**src/rtl/nuevo_driver_7seg.sv**
```systemverilog
// nuevo_driver_7seg
// Drives an 8-digit, common-anode, multiplexed 7-segment display from an
// N-bit unsigned value. The value is shown either in hexadecimal or in
// unsigned decimal. The decimal digits come from a free-running sequential
// double-dabble converter.
//
// Ports:
//   CLK          system clock, rising edge
//   RESET        asynchronous, active-low reset
//   DEC_TRIGGER  display mode: 1 = decimal (leading-zero blanked), 0 = hex
//   BIN_IN       unsigned value to display (N bits, 4..32)
//   CATODOS      segments {g..a}, active-low
//   ANODOS       digit enables, active-low, bit k = digit k (0 = LSD)
//
// Timing: each digit slot lasts 2^SCAN_BITS clocks. The anode/segment pair
// for a slot is loaded on the first clock of that slot. A mode change
// therefore shows up cleanly at the next slot boundary.
module nuevo_driver_7seg #(
  parameter int N         = 32,
  parameter int SCAN_BITS = 3
) (
  input  logic         CLK,
  input  logic         RESET,
  input  logic         DEC_TRIGGER,
  input  logic [N-1:0] BIN_IN,
  output logic [6:0]   CATODOS,
  output logic [7:0]   ANODOS
);

  // ---------------------------------------------------------------------
  // Binary-to-BCD converter FSM (IDLE -> SHIFT x N -> DONE -> IDLE)
  // ---------------------------------------------------------------------
  typedef enum logic [1:0] {
    IDLE  = 2'd0,
    SHIFT = 2'd1,
    DONE  = 2'd2
  } state_t;

  state_t       state_q, state_d;
  logic [5:0]   iter_q;
  logic [N-1:0] shift_q;
  logic [39:0]  scratch_q;
  logic [39:0]  scratch_adj;
  logic [31:0]  bcd_q;
  logic         load_en, step_en, commit_en;
  logic         last_iter;

  assign last_iter = (iter_q == 6'(N - 1));

  // State register
  always_ff @(posedge CLK or negedge RESET) begin
    if (!RESET) begin
      state_q <= IDLE;
    end else begin
      state_q <= state_d;
    end
  end

  // Next-state logic
  always_comb begin
    state_d = state_q;
    case (state_q)
      IDLE:    state_d = SHIFT;
      SHIFT:   if (last_iter) state_d = DONE;
      DONE:    state_d = IDLE;
      default: state_d = IDLE;
    endcase
  end

  // FSM outputs: datapath strobes
  always_comb begin
    load_en   = 1'b0;
    step_en   = 1'b0;
    commit_en = 1'b0;
    case (state_q)
      IDLE:    load_en   = 1'b1;
      SHIFT:   step_en   = 1'b1;
      DONE:    commit_en = 1'b1;
      default: ;
    endcase
  end

  // Add-3 correction on every scratch digit that is 5 or more, so that
  // the following left shift carries correctly into the next decade.
  genvar gi;
  generate
    for (gi = 0; gi < 10; gi++) begin : g_add3
      assign scratch_adj[4*gi +: 4] = (scratch_q[4*gi +: 4] >= 4'd5)
                                      ? scratch_q[4*gi +: 4] + 4'd3
                                      : scratch_q[4*gi +: 4];
    end
  endgenerate

  always_ff @(posedge CLK or negedge RESET) begin
    if (!RESET) begin
      shift_q   <= '0;
      scratch_q <= '0;
      iter_q    <= '0;
      bcd_q     <= '0;
    end else begin
      if (load_en) begin
        shift_q   <= BIN_IN;
        scratch_q <= '0;
        iter_q    <= '0;
      end
      if (step_en) begin
        {scratch_q, shift_q} <= {scratch_adj, shift_q} << 1;
        iter_q               <= iter_q + 6'd1;
      end
      // Only the low 8 decades are kept; larger values wrap modulo 10^8.
      if (commit_en) begin
        bcd_q <= scratch_q[31:0];
      end
    end
  end

  // ---------------------------------------------------------------------
  // Hex digit register (digits above the input width read as zero)
  // ---------------------------------------------------------------------
  logic [31:0] hex_d, hex_q;

  always_comb begin
    hex_d          = '0;
    hex_d[N-1:0]   = BIN_IN;
  end

  always_ff @(posedge CLK or negedge RESET) begin
    if (!RESET) begin
      hex_q <= '0;
    end else begin
      hex_q <= hex_d;
    end
  end

  // ---------------------------------------------------------------------
  // Refresh prescaler and digit index
  // ---------------------------------------------------------------------
  logic [SCAN_BITS-1:0] presc_q;
  logic [2:0]           idx_q;
  logic                 slot_start, slot_end;

  assign slot_start = (presc_q == '0);
  assign slot_end   = &presc_q;

  always_ff @(posedge CLK or negedge RESET) begin
    if (!RESET) begin
      presc_q <= '0;
      idx_q   <= '0;
    end else begin
      presc_q <= presc_q + SCAN_BITS'(1);
      if (slot_end) begin
        idx_q <= idx_q + 3'd1;
      end
    end
  end

  // ---------------------------------------------------------------------
  // Digit selection, blanking and segment decode
  // ---------------------------------------------------------------------
  // upper_zero[k]: BCD digits k..7 are all zero.
  logic [7:0] upper_zero;
  generate
    for (gi = 0; gi < 8; gi++) begin : g_upper_zero
      assign upper_zero[gi] = (bcd_q[31:4*gi] == '0);
    end
  endgenerate

  function automatic logic [6:0] seg7(input logic [3:0] v);
    logic [6:0] s;
    case (v)
      4'h0:    s = 7'b1000000;
      4'h1:    s = 7'b1111001;
      4'h2:    s = 7'b0100100;
      4'h3:    s = 7'b0110000;
      4'h4:    s = 7'b0011001;
      4'h5:    s = 7'b0010010;
      4'h6:    s = 7'b0000010;
      4'h7:    s = 7'b1111000;
      4'h8:    s = 7'b0000000;
      4'h9:    s = 7'b0010000;
      4'hA:    s = 7'b0001000;
      4'hB:    s = 7'b0000011;
      4'hC:    s = 7'b1000110;
      4'hD:    s = 7'b0100001;
      4'hE:    s = 7'b0000110;
      default: s = 7'b0001110;
    endcase
    return s;
  endfunction

  logic [3:0] nibble;
  logic       blank;
  logic [7:0] an_d, an_q;
  logic [6:0] cat_d, cat_q;

  always_comb begin
    if (DEC_TRIGGER) begin
      nibble = bcd_q[{idx_q, 2'b00} +: 4];
    end else begin
      nibble = hex_q[{idx_q, 2'b00} +: 4];
    end
    // Digit 0 always shows, so a zero value still displays "0".
    blank = DEC_TRIGGER && (idx_q != 3'd0) && upper_zero[idx_q];
    an_d  = blank ? 8'hFF : ~(8'h01 << idx_q);
    cat_d = blank ? 7'h7F : seg7(nibble);
  end

  // Anode and segments load together, once per slot.
  always_ff @(posedge CLK or negedge RESET) begin
    if (!RESET) begin
      an_q  <= 8'hFF;
      cat_q <= 7'h7F;
    end else if (slot_start) begin
      an_q  <= an_d;
      cat_q <= cat_d;
    end
  end

  assign ANODOS  = an_q;
  assign CATODOS = cat_q;

endmodule

```
**config.mk**
```make
export PLATFORM = sky130hd
export DESIGN_NAME = nuevo_driver_7seg
export DESIGN_NICKNAME = d
export VERILOG_FILES = /design/src/rtl/nuevo_driver_7seg.sv
export SDC_FILE = /design/constraint.sdc
export NUM_CORES = 1
export LEC_CHECK = 0
export CAP_MARGIN = 20
export CORE_UTILIZATION = 45
export CTS_CLUSTER_DIAMETER = 200
export DETAILED_ROUTE_END_ITERATION = 6
export GPL_ROUTABILITY_DRIVEN = 0
export HOLD_SLACK_MARGIN = 0.03
export PLACE_DENSITY = 0.66
export SYNTH_ARGS = -nofsm -noshare
export SYNTH_HDL_FRONTEND = slang
export SYNTH_SLANG_ARGS = --single-unit
export TNS_END_PERCENT = 1
```
**constraint.sdc**
```tcl
create_clock -name CLK -period 2.5 [get_ports CLK]
set_clock_uncertainty 0.05 [all_clocks]
set_input_delay 0.5 -clock CLK [delete_from_list [all_inputs] [get_ports CLK]]
set_output_delay 0.5 -clock CLK [all_outputs]
set_load 0.01 [all_outputs]
```
# ---- Yosys cells after proc, flatten, opt, wreduce, memory -nomap -nowiden
# Memories as Yosys holds them, arrays and structs flattened.
# Cells that the tools add are included.
dict set report word_totals {
  reg_bits 165
  romBits 112
  out_inout_bits 15
  wordCells 84
  mem_count 1
}
# memory words word_bits read_ports rd_ports_with_merged_regs write_ports line_no
set memory_table {}
lappend memory_table {{(no name shown)} 16 7 1 0 0 170} ;# case (v)
dict set report op_classes {
  addsub 13
  magnitude_cmp 11
  eq_ne 4
  shifts 3
  n_mux 26
  n_bitwise 1
  reduce_logical 15
}
# operator count
set op_table {}
lappend op_table {{$mux 40} 2}
lappend op_table {{$mux 32} 2}
lappend op_table {{$shiftx 32x6->4} 2}
lappend op_table {{$ge 4x3->1 const B} 10}
lappend op_table {{$mux 4} 10}
lappend op_table {{$add 4x2->4 const B} 9}
lappend op_table {{$logic_not 32->1} 1}
lappend op_table {{$logic_not 28->1} 1}
lappend op_table {{$logic_not 24->1} 1}
lappend op_table {{$logic_not 20->1} 1}
lappend op_table {{$logic_not 16->1} 1}
lappend op_table {{$logic_not 12->1} 1}
lappend op_table {{$mux 6} 2}
lappend op_table {{$logic_not 8->1} 1}
lappend op_table {{$mux 8} 1}
lappend op_table {{$not 8->8} 1}
lappend op_table {{$shl 1x3->8 const A} 1}
lappend op_table {{$mux 7} 1}
lappend op_table {{$add 3x1->3 const B} 2}
lappend op_table {{$add 6x1->6 const B} 1}
lappend op_table {{$eq 6x5->1 const B} 1}
lappend op_table {{$logic_not 4->1} 1}
lappend op_table {{$lt 3x4->1 const B} 1}
lappend op_table {{$mux 1} 4}
lappend op_table {{other kinds (14)} 15}

# ---- Longest topological paths before layout
dict set report logic_depth {
  ltp_word 5
  mapped_depth 11
}

# ---- Least setup slack after synthesis
# No wires, ideal clock.
dict set report synth_timing {
  path_type {register to register}
  startpoint {register idx_q[1]}
  endpoint {register cat_q[1], in the netlist CATODOS[1]}
  setup_ns 0.083
  arrival_ns 2.380
  required_time_ns 2.367
  setup_slack_ns -0.013
  stages_incl_launch_ff 9
  n_path_buf 2
  path_cell_list {dfrtp_1 -> buf_2 -> clkbuf_1 -> inv_1 -> ha_1 -> or4_1 -> a2111oi_1 -> nor3b_1 -> a41oi_1}
}
dict set report synth_between {
  elab_chain_cells 4
}
# element line_no
set synth_rtl {}
lappend synth_rtl {{from (decl)} 139} ;# logic [2:0] idx_q;
lappend synth_rtl {{from (signal assigned)} 152} ;# idx_q <= idx_q + 3'd1;
lappend synth_rtl {{$shiftx 32x6->4, or another cell as far along} 200} ;# nibble = hex_q[{idx_q, 2'b00} +: 4];
lappend synth_rtl {{$mux 4, or another cell as far along} 197} ;# if (DEC_TRIGGER) begin
lappend synth_rtl {{$mem_v2 16x7 / $logic_and 1x1->1 (equally long branches)} n/a}
lappend synth_rtl {{$mux 7 *} 205} ;# cat_d = blank ? 7'h7F : seg7(nibble);
lappend synth_rtl {{to (signal assigned)} 215} ;# cat_q <= cat_d;
lappend synth_rtl {{to (decl)} 194} ;# logic [6:0] cat_d, cat_q;
# Mark *: on every way between the ends. The rest lies on a longest branch, timed or not. The select of a mux whose other input is x is not followed.
# A chain may end at the register's enable or synchronous reset.

# ---- Worst setup path after layout
dict set report layout_timing {
  startpoint {register idx_q[0]}
  endpoint {register cat_q[4], in the netlist CATODOS[4]}
}
# Same word-level chain as after synthesis.

==> reports/results.md <==
Run status
* **outcome** finished clean

GRT
* **aggregate global routing overflow** 0
* **overall fraction of global-route tracks in use** 0.2076
* **maximum number of pins on one net before global-route repair** 67
* **wire length of the first global-routing pass** 28080 um
* **via count of the first global-routing pass** 5479
* **antenna violations before repair** 0

Final layout
* **sequential cell area in the final layout** 3951 um2
* **number of diodes** 0
* **area delta synth->final** 22.19%
* **net count reported at finish** 831
* **layout cell share with drive strength beyond 1** 0.1913
* **filler instances** 1335
* **footprint of the multi-input gates** 3406 um2

Synthesis
* **proportion of register bits with asynchronous set or reset after synthesis** 1.000
* **count of flip-flops with a built-in enable after synthesis** 0
* **Yosys warning total** 0
* **commonest register cell after synthesis** sky130_fd_sc_hd__dfrtp_1
* **fraction of synthesized cell area taken by the top area cell type** 0.4716
* **Syn Inst Count** 689
* **Avg Cell Area, Syn** 10.94 um2
* **sequential-to-total area share from yosys stat** 0.5239
* **top cells by area, synth** sky130_fd_sc_hd__dfrtp_1 (47%), sky130_fd_sc_hd__o21ai_0 (5.9%), sky130_fd_sc_hd__mux2i_1 (5.3%), sky130_fd_sc_hd__dfstp_2 (5.2%), sky130_fd_sc_hd__ha_1 (5.0%)
* **post-synthesis register bit count** 157
* **synthesized net count** 754
* **Synth Cell Area** 7535 um2
* **distinct cell type count after synthesis** 50
* **cell type contributing the most total cell area after synthesis** sky130_fd_sc_hd__dfrtp_1

Power
* **peak supply drop** 0.5549 mV
* **total power per unit cell area** 780.3 nW/um2
* **post-route total power** 7.184 mW
* **LEAKAGE** 4.176 nW

Timing
* **Final WS setup** 103.6 ps
* **Slew Viols, Final** 0
* **number of failing hold endpoints at the final stage** 0
* **Worst Tran Pin Value** 567.7 ps
* **Hold Slack** 406.1 ps
* **post-route clock period utilization** 0.9585
* **Max transition margin** 0.6199
* **final critical-path required period** 2396 ps
* **Final Setup Violations** 0
* **achievable clock frequency** 417.3 MHz

Setup path
* **setup slack on the worst flop-to-flop path** 100 ps
* **data required time at the worst endpoint** 2800 ps
* **nature of the critical path endpoint** flop
* **startpoint of the most critical register-to-register path** idx_q[0]
* **highest fanout seen on the critical path** 9
* **critical setup path kind** reg2reg
* **startpoint types** flop
* **Reg2Reg Capture Point** CATODOS[4]
* **Worst EP arrival** 2690 ps
* **Worst Setup SP** idx_q[0]
* **Worst Setup EP** CATODOS[4]
* **count of cells along the worst register-to-register path** 9

Drt
* **per-cell via count in the routed design** 5.427
* **count of TritonRoute iterations in the first routing pass** 4
* **remaining number of nets flagged by the antenna check after routing** 0
* **sum of routed wire length over all layers** 16800 um
* **First DRT Iteration DRCs** 417
* **total vias in the final route** 5400
* **average wire length per cell after detail routing** 16.88 um
* **DRC violations left** 0

CTS
* **H-tree Lvls** 4
* **number of sinks driven by the clock tree** 157
* **TritonCTS clock tree** yes
* **worst-case clock buffer depth** 2
* **Clk Latency, worst-skew pair** 420 ps
* **cell at the root of the clock tree** sky130_fd_sc_hd__clkbuf_16
* **clock-pin slew on the worst setup and hold paths** 60 ps
* **Inserted Clock Buffers** 17

Floorplan
* **die outline width** 131.4 um
* **core region area** 16120 um2
* **Vert. Die Dim** 131.4 um
* **row cnt** 46
* **number of placed I/O pins** 50
* **initial standard-cell utilization of the core** 0.4675
* **Total Die Area** 17260 um2

Min path
* **class of the tightest hold or removal check** reg2reg

Placed design
* **detailed placer's ending HPWL** 12010 um
* **Setup WS pre-CTS** -554.3 ps
* **Port-buffer cells** 49

Job
* **Max Cap Violations** 0

-- flip-flops by register name (all words and copies together) (netlist names) --
name / cells
bcd_q: 32
hex_q: 32
scratch_q: 32
shift_q: 32
ANODOS: 8
CATODOS: 7
iter_q: 6
idx_q: 3
presc_q: 3
state_q: 2
-- metal layers --
| layer | vias up | GRT usage | share of wire |
|---|---|---|---|
| met5 | - | 0 | 0 |
| met4 | 0 | 0.09948 | 0.032 |
| met3 | 31 | 0.04360 | 0.028 |
| met2 | 102 | 0.3369 | 0.50 |
| met1 | 2696 | 0.2655 | 0.44 |
| li1 | 2571 | - | - |
-- power by group --
group          internal, mW  total [mW]  switching, mW
Clock                  1.47        2.43          0.961
Combinational         0.776        1.46          0.687
Sequential             2.94        3.29          0.353
-- stage by stage --
stage	std cells	utilization	setup TNS, ps	cell area [um2]
final	995	0.5713	0	9206
after global routing	995	0.5713	-49.82	9206
after CTS	993	0.5661	0	9124
after detailed placement	958	0.5281	-4538	8511
after global placement	958	0.5281	-4286	8511
after floorplan	689	-	0	7536
-- kinds of logic after synthesis --
family	Yosys count	share of synthesized area
multiplexers	89	0.1493
XOR/XNOR	18	0.02092
buffers and inverters	60	0.03321
adder cells (fa/ha/maj)	30	0.04982
flip-flops	157	0.5239
AND/OR/NAND/NOR	183	0.1074
AO/OA/AOI/OAI	152	0.1154
-- cell type report --
class	instances	share of cell area
clock buffer	25	0.05382
clock inverter	7	0.007067
inverter	25	0.01019
multi-input combinational	472	0.3699
sequential	157	0.4292
tap	216	0.02936
timing repair buffer	93	0.1004
-- cell usage in the layout, fill, tap and decap left out, types with 4 or more instances in the layout --
cell                              synthesis  layout
sky130_fd_sc_hd__nand3_1                  6       5
sky130_fd_sc_hd__nor2_1                  37      37
sky130_fd_sc_hd__inv_1                   23      21
sky130_fd_sc_hd__buf_12                   0       6
sky130_fd_sc_hd__buf_4                    2      36
sky130_fd_sc_hd__ha_1                    30      26
sky130_fd_sc_hd__o21ai_0                 89      89
sky130_fd_sc_hd__mux2_1                   6       6
sky130_fd_sc_hd__clkbuf_16                0      17
sky130_fd_sc_hd__o31ai_1                  7       7
sky130_fd_sc_hd__mux4_2                  13      13
sky130_fd_sc_hd__mux2i_1                 40      40
sky130_fd_sc_hd__nor2b_1                  4       4
sky130_fd_sc_hd__clkinv_2                 0       4
sky130_fd_sc_hd__mux2_4                   4       4
sky130_fd_sc_hd__dfrtp_1                142     139
sky130_fd_sc_hd__a22o_1                   8       8
sky130_fd_sc_hd__a21oi_1                 28      28
sky130_fd_sc_hd__a31oi_1                  6       6
sky130_fd_sc_hd__nor4_1                   9       7
sky130_fd_sc_hd__xnor2_1                  9       9
sky130_fd_sc_hd__dfstp_2                 15      15
sky130_fd_sc_hd__clkbuf_1                27       4
sky130_fd_sc_hd__nand2b_1                14      14
sky130_fd_sc_hd__clkbuf_8                 0       4
sky130_fd_sc_hd__clkdlybuf4s50_1          0      47
sky130_fd_sc_hd__xor2_1                   9       9
sky130_fd_sc_hd__nand2_1                 97      97
sky130_fd_sc_hd__mux2_2                  25      25
-- worst max-delay path, cell delays in order (launching register included) --
cell and delay [ps]:
sky130_fd_sc_hd__dfrtp_2 400, sky130_fd_sc_hd__buf_12 150, sky130_fd_sc_hd__mux4_2 530, sky130_fd_sc_hd__a22oi_2 200, sky130_fd_sc_hd__nand3_2 120, sky130_fd_sc_hd__buf_4 170
sky130_fd_sc_hd__ha_2 180, sky130_fd_sc_hd__nor2b_1 120, sky130_fd_sc_hd__a211o_1 250, sky130_fd_sc_hd__a31oi_1 170
-- synthesized netlist by cell type (all sizes together) (4+ instances only) --
| cell | number |
|---|---|
| dfrtp | 142 |
| buf | 8 |
| xor2 | 9 |
| nand2 | 97 |
| inv | 23 |
| nor2 | 37 |
| nand3 | 6 |
| nor2b | 4 |
| nand2b | 14 |
| xnor2 | 9 |
| mux4 | 13 |
| mux2 | 35 |
| clkbuf | 27 |
| nor3b | 4 |
| mux2i | 41 |
| o21ai | 89 |
| ha | 30 |
| o31ai | 7 |
| a31oi | 6 |
| a21oi | 28 |
| nor4 | 9 |
| dfstp | 15 |
| a22o | 8 |
-- worst min path at each step --
stage                     from    endpoint  depth (start not counted)
floorplan                RESET    bcd_q[0]                          0
global placement    presc_q[0]  presc_q[0]                          1
detailed placement  presc_q[0]  presc_q[0]                          1
CTS                 presc_q[0]  presc_q[0]                          1
global route        presc_q[0]  presc_q[0]                          1
finish              presc_q[0]  presc_q[0]                          1
-- timing repair --
item                                    4_1_cts  5_1_grt
setup buffers                                 1        2
endpoints found under the hold margin        34        0
pin swaps                                     0        3
cloned                                        1        0
resized for setup                             3       15
hold buffers                                  1        0
endpoints found under the setup margin        6        8
Power figures use the tool's default switching activity.
